--- src/rtl/mult_ctrl_unit.sv ---
// Control unit for the sequential shift-and-add multiplier:
// button conditioning, multiply FSM and display window select.

module mult_ctrl_btn #(
  parameter int DEBOUNCE_CYCLES = 4
) (
  input  logic clk,
  input  logic reset,
  input  logic i_btn,
  output logic o_pulse
);

  localparam logic [7:0] CMAX = 8'(DEBOUNCE_CYCLES - 1);

  logic       r_s1;
  logic       r_s2;
  logic       r_lvl;
  logic       r_lvl_d;
  logic [7:0] r_cnt;

  // two-flop synchroniser for the raw button
  always_ff @(posedge clk or negedge reset) begin
    if (!reset) begin
      r_s1 <= 1'b0;
      r_s2 <= 1'b0;
    end else begin
      r_s1 <= i_btn;
      r_s2 <= r_s1;
    end
  end

  // accept a new level once it has disagreed for CMAX+1 clocks
  always_ff @(posedge clk or negedge reset) begin
    if (!reset) begin
      r_lvl <= 1'b0;
      r_cnt <= 8'd0;
    end else if (r_s2 == r_lvl) begin
      r_cnt <= 8'd0;
    end else if (r_cnt == CMAX) begin
      r_lvl <= r_s2;
      r_cnt <= 8'd0;
    end else begin
      r_cnt <= r_cnt + 8'd1;
    end
  end

  // previous accepted level, for rising-edge detection
  always_ff @(posedge clk or negedge reset) begin
    if (!reset) r_lvl_d <= 1'b0;
    else        r_lvl_d <= r_lvl;
  end

  assign o_pulse = r_lvl & ~r_lvl_d;

endmodule

module mult_ctrl_unit #(
  parameter int DEBOUNCE_CYCLES = 4
) (
  input  logic clk,
  input  logic reset,
  input  logic BTNC,
  input  logic BTNL,
  input  logic BTNR,
  input  logic z_flag,
  input  logic b0,
  output logic rst,
  output logic load,
  output logic enable,
  output logic Psel,
  output logic done,
  output logic sel_1,
  output logic sel_2
);

  typedef enum logic [1:0] {
    S_IDLE,
    S_LOAD,
    S_RUN,
    S_DONE
  } state_t;

  state_t     r_state;
  state_t     w_next;
  logic [1:0] r_sel;
  logic       w_pc;
  logic       w_pl;
  logic       w_pr;

  mult_ctrl_btn #(.DEBOUNCE_CYCLES(DEBOUNCE_CYCLES)) u_btn_c (
    .clk(clk), .reset(reset), .i_btn(BTNC), .o_pulse(w_pc)
  );
  mult_ctrl_btn #(.DEBOUNCE_CYCLES(DEBOUNCE_CYCLES)) u_btn_l (
    .clk(clk), .reset(reset), .i_btn(BTNL), .o_pulse(w_pl)
  );
  mult_ctrl_btn #(.DEBOUNCE_CYCLES(DEBOUNCE_CYCLES)) u_btn_r (
    .clk(clk), .reset(reset), .i_btn(BTNR), .o_pulse(w_pr)
  );

  // FSM state register
  always_ff @(posedge clk or negedge reset) begin
    if (!reset) r_state <= S_IDLE;
    else        r_state <= w_next;
  end

  // next state and datapath controls; RUN outputs follow z_flag/b0
  always_comb begin
    w_next = r_state;
    rst    = 1'b0;
    load   = 1'b0;
    enable = 1'b0;
    Psel   = 1'b0;
    done   = 1'b0;
    case (r_state)
      S_IDLE: begin
        rst = 1'b1;
        if (w_pc) w_next = S_LOAD;
      end
      S_LOAD: begin
        load   = 1'b1;
        w_next = S_RUN;
      end
      S_RUN: begin
        if (z_flag) begin
          w_next = S_DONE;
        end else begin
          enable = 1'b1;
          Psel   = b0;
        end
      end
      S_DONE: begin
        done = 1'b1;
        if (w_pc) w_next = S_LOAD;
      end
      default: w_next = S_IDLE;
    endcase
  end

  // window select: R steps up, L steps down, both cancel
  always_ff @(posedge clk or negedge reset) begin
    if (!reset)            r_sel <= 2'd0;
    else if (w_pr && !w_pl) r_sel <= r_sel + 2'd1;
    else if (w_pl && !w_pr) r_sel <= r_sel - 2'd1;
  end

  assign sel_1 = r_sel[1];
  assign sel_2 = r_sel[0];

endmodule

--- config.mk ---
export PLATFORM = sky130hd
export DESIGN_NAME = mult_ctrl_unit
export DESIGN_NICKNAME = d
export VERILOG_FILES = /design/src/rtl/mult_ctrl_unit.sv
export SDC_FILE = /design/constraint.sdc
export NUM_CORES = 1
export LEC_CHECK = 0
export BUFFER_PORTS_ARGS = -buffer_cell sky130_fd_sc_hd__buf_4
export CAP_MARGIN = 5
export CORE_UTILIZATION = 58
export CTS_BUF_LIST = sky130_fd_sc_hd__clkbuf_4 sky130_fd_sc_hd__clkbuf_8 sky130_fd_sc_hd__clkbuf_16
export DETAILED_ROUTE_END_ITERATION = 8
export PLACE_DENSITY = 0.77
export REMOVE_ABC_BUFFERS = 1
export SYNTH_ARGS = -nofsm -noshare
export SYNTH_HDL_FRONTEND = slang
export SYNTH_SLANG_ARGS = --single-unit
--- constraint.sdc ---
create_clock -name clk -period 1.55 [get_ports clk]
set_input_delay 0.2325 -clock clk [delete_from_list [all_inputs] [get_ports clk]]
set_output_delay 0.2325 -clock clk [all_outputs]
set_load 0.005 [all_outputs]
==> implementation parameters, run 1 <==
Parameter                              Value

Status
  Status    complete, but fails checks
  Violations in the final reports    setup timing

STA
  RSZ-0062 raised after global routing    yes
  FMAX    ~0.63 GHz
  Worst max-slew margin expressed relative to the limit    0.679
  Worst Clk Skew    0.00619 ns
  Worst slack on hold paths    0.320 ns
  Final critical path time including I/O delays and setup    1.58 ns
  Setup violators final    3
  Actual slew at the worst max-slew pin    slightly below 0.5 ns
  Count of final max-slew check failures    0
  Final Hold Violating Endpoints    0
  Fin Setup TNS    -0.0767 ns
  Final worst path period share    1.02
  Final WS setup    -0.0301 ns

Critical path
  Category of the critical setup timing path    reg2out
  Setup slack on the worst flop-to-flop path    0.13 ns
  Data arrival, critical path    1.35 ns
  Nature of the critical path startpoint    flop
  Data required, critical path    approximately 1.3 ns
  Start of the worst register-to-register path    r_state[1]
  Worst reg2reg path depth    5
  Reg2reg end    r_state[0]
  Worst setup path startpoint    r_state[0]
  Highest net fanout along the worst path    2
  Crit path capture type    output port

Synth
  Share of the synthesized area in the top cell type    0.547
  Area of the mapped netlist    1830 sq um
  Biggest area consumer among synthesized cells    dfrtp_1
  Number of storage elements in the synthesis netlist    40
  Part of the Yosys area used for sequential elements    0.547
  Mean instance size in the synthesized netlist    11.4 sq um
  Number of standard cells after synthesis    161
  Synth cell types    21
  Syn. warnings    0
  Synth top area cells    dfrtp_1, ha_1, xor2_1

GRT
  Initial antenna violation count    0
  Number of global-route vias before repair    1256
  Pin count of the biggest net entering global routing    41
  Wire length of the first global-routing pass    5.13 mm
  Overflow left after global routing    0
  Global Route Usage Sum    0.214

Clock tree
  CTS tree    built
  Number of H-tree levels    2
  Root cell of the clock tree    clkbuf_4
  Reg clk slew, reported paths    0.11 ns
  Deepest clock path buffer count    2
  Worst-Skew Late Latency    0.35 ns
  Clock sink count    40
  Number of buffers inserted during clock tree synthesis    5

Drt
  Drt first pass iters    4
  Vias per cell    5.37
  First-iteration detailed-routing DRC count    33
  DRT antenna net count    0
  Detailed Route WL    3.13 mm
  Via count    1257
  Number of remaining DRC errors    0
  Routed wire per std cell    between 10 and 15 microns

Floorplan
  Die height    58.2 microns
  Full die area    about 3400 sq um
  Starting density of the core    0.604
  Core Region    3030 sq um
  Standard-cell rows    20
  Ports    14
  Horizontal die dimension    58.2 microns

Layout
  Layout Cells excl Fill    234
  Fill cells    225
  Area Overhead vs Synth    16.6%
  Count of inserted antenna diode cells    0
  Register Area    1000 sq um
  Layout cells sized above 1    0.221
  Final Core Density    0.704
  Footprint of the multi-input gates    ~800 sq um
  Post-layout nets    209

Power and ir drop
  Leakage power    0.992 nW
  Fraction of power consumed by the clock network    0.185
  Internal power contribution    0.00202 W
  Part of the power in combinational logic    0.324
  Switching power share of the total    0.341
  Switching power    0.00104 W
  Proportion of power drawn by flip-flops and latches    0.491
  Power density normalized to cell area    1440 nW/um^2
  Post-layout power    a little over 0.003 W
  Peak supply drop    0.780 mV

Min path
  Hold worst-path end    r_state[1]
  Hold path cells    4
  Hold WC Path Type    in2reg
  Hold path startpoint    z_flag

Placement
  Number of input and output port buffers inserted    13
  Cells after DPL    approximately 220
  Half-perimeter wire length of the detailed placement result    2.16 mm
  Placer Congestion    0.801

Flow run
  Max capacitance violation total    0
## layout make-up
class	instances	area share
timing repair buffer	22	0.0822
clock buffer	7	0.0305
tap	44	0.0258
multi-input combinational	112	0.376
inverter	9	0.0158
sequential	40	0.469
## cell families after synthesis
group | synth area share
multiplexers | 0.0239
buffers and inverters | 0.0185
XOR/XNOR | 0.0718
AO/OA/AOI/OAI | 0.0773
flip-flops | 0.547
AND/OR/NAND/NOR | 0.179
adder cells (fa/ha/maj) | 0.0821
## timing repair
item                                   CTS  global route
pin swaps                                2             2
hold buffers                             4             0
endpoints found under the hold margin   43             0
setup buffers                            4             1
gates resized for setup                  2             3
setup endpoints to repair                2             4
## placed cells by master, fill, tap and decap left out, drive strengths merged
master / n
inv: 9
nor2b: 2
dlygate4sd3: 4
nand4: 3
nor2: 16
clkbuf: 7
a21o: 4
buf: 18
nand2b: 2
xnor2: 7
nor4b: 3
or3: 9
o21ai: 10
a21oi: 10
nand3: 12
mux2i: 1
nor3: 3
nand2: 6
and2: 1
mux2: 3
xor2: 8
dfrtp: 40
ha: 12
## cell usage after synthesis, drive strengths merged
cell	number
nand2	6
nor3	3
ha	12
nor2	16
nor2b	2
and2	1
a21o	4
nand4	3
a21oi	10
o21ai	10
nand3	12
xnor2	7
mux2	3
nor4b	3
or3	9
nand2b	2
xor2	8
dfrtp	40
inv	9
mux2i	1
## power by group through the flow
stage	registers (W)	logic (W)	clock network, W
after floorplan	0.00148	0.000624	0
after global placement	0.00151	0.000827	0
after detailed placement	0.00153	0.000887	0
after CTS	0.00150	0.000972	0.000589
after global routing	0.00154	0.00110	0.000621
final	0.00150	0.000991	0.000566
## state kept, by name, summed over array words and instances (netlist names)
name,count
u_btn_c.r_cnt,8
u_btn_l.r_cnt,8
u_btn_r.r_cnt,8
r_sel,2
r_state,2
u_btn_c.r_lvl,1
u_btn_c.r_lvl_d,1
u_btn_c.r_s1,1
u_btn_c.r_s2,1
u_btn_l.r_lvl,1
u_btn_l.r_lvl_d,1
u_btn_l.r_s1,1
u_btn_l.r_s2,1
u_btn_r.r_lvl,1
u_btn_r.r_lvl_d,1
u_btn_r.r_s1,1
u_btn_r.r_s2,1
## critical path: stages, from the launching register on
cell,delay [ns]
dfrtp_1,0.38
inv_2,0.05
ha_2,0.16
nand2b_1,0.08
inv_1,0.05
and2_1,0.14
buf_4,0.12
## per-stage QoR
stage          setup WS [ns]  instance area (sq um)
2_1_floorplan          0.277                   1830
3_3_place_gp           0.234                   1980
3_5_place_dp           0.165                   1980
4_1_cts              -0.0295                   2120
5_1_grt              -0.0942                   2130
6_report             -0.0301                   2130
## routing by layer
| metal | share of wire | vias to the layer above | global-route usage |
|---|---|---|---|
| met5 | 0 | - | 0 |
| met1 | 0.40 | 608 | 0.212 |
| met2 | 0.53 | 28 | 0.384 |
| li1 | - | 610 | - |
| met3 | 0.035 | 11 | 0.0603 |
| met4 | 0.032 | 0 | 0.146 |
## how the worst max path moves through the flow
stage	end	slack, ns	cells after the start
2_1_floorplan	u_btn_c.r_lvl	0.28	4
3_3_place_gp	u_btn_l.r_lvl	0.23	4
3_5_place_dp	Psel	0.17	6
4_1_cts	Psel	-0.03	5
5_1_grt	Psel	-0.09	6
6_report	Psel	-0.03	6
Power figures use the tool's default switching activity.
==> run 2, diff against run 1 <==
--- a/config.mk
+++ b/config.mk
@@ -10,8 +10,11 @@
 export CORE_UTILIZATION = 58
 export CTS_BUF_LIST = sky130_fd_sc_hd__clkbuf_4 sky130_fd_sc_hd__clkbuf_8 sky130_fd_sc_hd__clkbuf_16
 export DETAILED_ROUTE_END_ITERATION = 8
+export GPL_TIMING_DRIVEN = 1
 export PLACE_DENSITY = 0.77
 export REMOVE_ABC_BUFFERS = 1
+export SETUP_SLACK_MARGIN = 0.05
+export SKIP_LAST_GASP = 1
 export SYNTH_ARGS = -nofsm -noshare
 export SYNTH_HDL_FRONTEND = slang
 export SYNTH_SLANG_ARGS = --single-unit
==> run 2 against run 1 <==
Compared with the run above:
- the flow still finishes with violations (setup timing)
- maximum frequency fell by 0.53%
- global-route usage did not move
- sequential cell count did not move
- hold slack got worse by 0.0032 ns
- register-to-register slack barely moved
- die area did not move
- critical path depth did not move
- clock power barely moved
- clock skew fell by 0.00081 ns
- sequential share of layout area fell by 0.24 points
- critical endpoint unchanged
- highest routed layer unchanged
==> implementation parameters, run 2 (synthesis results as in run 1) <==
Parameter                              Value

Critical path
  Crit path capture type    output port
  Highest net fanout along the worst path    2 (unchanged)
  Delay contributed by the slowest stage of the critical path    0.39 ns (about the same)
  Category of the critical setup timing path    reg2out
  Cell breakdown of the critical path    inv_2, ha_2, nand2b_1, inv_1, and2_1, buf_4
  Data required, critical path    1.32 ns (about the same)
  Slowest stage cell on the critical path    dfrtp_1
  Nature of the critical path startpoint    flop
  Data arrival, critical path    1.36 ns (about the same)

Drt
  Via count    1267 (+0.80%)
  First-iteration detailed-routing DRC count    28 (-15%)
  Drt first pass iters    4 (unchanged)
  Detailed Route WL    3.15 mm (+0.51%)
  DRT antenna net count    0 (unchanged)
  Routed wire per std cell    13.4 microns (about the same)
  Number of remaining DRC errors    0 (unchanged)
  Vias per cell    5.39 (+0.37%)

STA
  Count of final max-slew check failures    0 (unchanged)
  RSZ-0062 raised after global routing    yes
  FMAX    0.630 GHz (-0.53%)
  Final WS setup    -0.0386 ns (-0.00845 ns)
  Final critical path time including I/O delays and setup    1.59 ns (+0.00845 ns)
  Worst max-slew margin expressed relative to the limit    0.679 (about the same)
  Setup violators final    4 (+1)
  Worst slack on hold paths    0.317 ns (-0.00316 ns)
  Worst Clk Skew    0.00538 ns (-0.000805 ns)
  Actual slew at the worst max-slew pin    0.482 ns (+0.000971 ns)
  Final Hold Violating Endpoints    0 (unchanged)
  Final worst path period share    1.02 (+0.00545)

Layout
  Layout Cells excl Fill    235 (+0.43%)
  Leading registers by flop count    u_btn_c.r_cnt: 8 flops, u_btn_l.r_cnt: 8 flops, u_btn_r.r_cnt: 8 flops
  Most common library cell in the layout ignoring fill and taps    dfrtp_1
  Area Overhead vs Synth    17.3%
  Count of inserted antenna diode cells    0 (unchanged)
  Layout cells sized above 1    0.236 (+0.0145)
  Post-layout nets    210 (+0.48%)
  Leading cell types in the layout, fill and taps excluded    dfrtp_1, buf_4, nor2_1

Floorplan
  Standard-cell rows    20 (unchanged)
  Ports    14 (unchanged)
  Core Region    3030 sq um (unchanged)
  Starting density of the core    0.604 (unchanged)
  Horizontal die dimension    58.2 microns (unchanged)
  Full die area    3380 sq um (unchanged)
  Die height    58.2 microns (unchanged)

Power and ir drop
  Internal power contribution    0.00204 W (+0.97%)
  Part of the power in combinational logic    0.329 (+0.005)
  Leakage power    0.994 nW (+0.16%)
  Fraction of power consumed by the clock network    0.183 (-0.002)
  Proportion of power drawn by flip-flops and latches    0.488 (-0.003)
  Peak supply drop    0.780 mV (about the same)
  Switching power    0.00105 W (+0.95%)
  Power density normalized to cell area    1440 nW/um^2 (+0.32%)
  Switching power share of the total    0.341 (about the same)

Placement
  Half-perimeter wire length of the detailed placement result    2.16 mm (unchanged)
  Cells after DPL    218 (unchanged)
  Placer Congestion    0.801 (unchanged)
  Number of input and output port buffers inserted    13 (unchanged)

Min path
  Hold WC Path Type    in2reg

Status
  Violations in the final reports    setup timing
  Status    complete, but fails checks

GRT
  Initial antenna violation count    0 (unchanged)
  Overflow left after global routing    0 (unchanged)
  Pin count of the biggest net entering global routing    41 (unchanged)
  Number of global-route vias before repair    1256 (unchanged)
  Global Route Usage Sum    0.214 (unchanged)
  Wire length of the first global-routing pass    5.13 mm (unchanged)

Clock tree
  Deepest clock path buffer count    2 (unchanged)
  Clock sink count    40 (unchanged)
  Root cell of the clock tree    clkbuf_4
  Number of H-tree levels    2 (unchanged)
  Reg clk slew, reported paths    0.11 ns (about the same)
  Worst-Skew Late Latency    0.35 ns (about the same)
  CTS tree    built
  Number of buffers inserted during clock tree synthesis    5 (unchanged)

Flow run
  Max capacitance violation total    0 (unchanged)
==> run 2: changes by cell type in the layout (fill, tap and decap cells not counted) <==
cell / change
dfrtp_2: +1
inv_4: +1
o21ai_0: -1
inv_2: -1
buf_4: +1
ha_2: +1
o21ai_1: +1
dfrtp_1: -1
ha_1: -1
==> run 2: layout make-up <==
class / count / area, sq um
Clock buffer: 7 / 65.1
Inverter: 9 / 36.3
Multi-Input combinational cell: 112 / 805
Fill cell: 220 / 882
Sequential cell: 40 / 1000
Tap cell: 44 / 55.1
Timing Repair Buffer: 23 / 183
==> run 2: path summary, 6_finish.rpt <==
kind                       slack (ns)  cells past startpoint                to          from
hold / removal                   0.32                      4        r_state[1]        z_flag
setup / recovery                -0.04                      6              Psel    r_state[0]
setup reg to reg                 0.12                      6        r_state[0]    r_state[0]
min in group asynchronous        0.37                      2   u_btn_c.r_lvl_d         reset
max in group asynchronous        0.81                      2  u_btn_c.r_cnt[0]         reset
hold reg to reg                  0.36                      0      u_btn_r.r_s2  u_btn_r.r_s1
==> run 2: critical path, delay by kind of cell, from the launching register on <==
kind / cells / cell delay, ns
and+or+nand+nor: 2 / 0.22
DFF: 1 / 0.39
buffers and inverters: 3 / 0.22
adders and majority gates: 1 / 0.16
==> run 2: power by group through the flow <==
stage / clock network, W / registers (W) / logic [W]
detailed placement: 0 / 0.00153 / 0.000887
global route: 0.000621 / 0.00154 / 0.00113
global placement: 0 / 0.00151 / 0.000827
floorplan: 0 / 0.00148 / 0.000624
CTS: 0.000589 / 0.00150 / 0.000972
finish: 0.000566 / 0.00151 / 0.00102
==> run 2: repair_timing <==
item / 4_1_cts / 5_1_grt
resized for setup: 2 / 7
hold endpoints to repair: 43 / 0
setup endpoints to repair: 2 / 9
pin swaps: 2 / 2
hold buffers: 4 / 0
setup buffers: 4 / 2
==> run 2: per-layer routing <==
metal / vias to the layer above / track usage / wire, microns
met3: 11 / 0.0603 / 108
met4: 0 / 0.146 / 99
met5: - / 0 / 0
met2: 29 / 0.384 / 1670
met1: 613 / 0.212 / 1270
li1: 614 / - / -
==> run 2: through the flow <==
stage	setup WS [ns]	power (W)	util	TNS (ns)	area [sq um]
4_1_cts	-0.0295	0.00307	0.700	-0.0295	2120
3_5_place_dp	0.165	0.00242	0.655	0	1980
3_3_place_gp	0.234	0.00234	0.655	0	1980
5_1_grt	-0.0971	0.00330	0.709	-0.255	2150
2_1_floorplan	0.277	0.00210	-	0	1830
6_report	-0.0386	0.00309	0.709	-0.124	2150
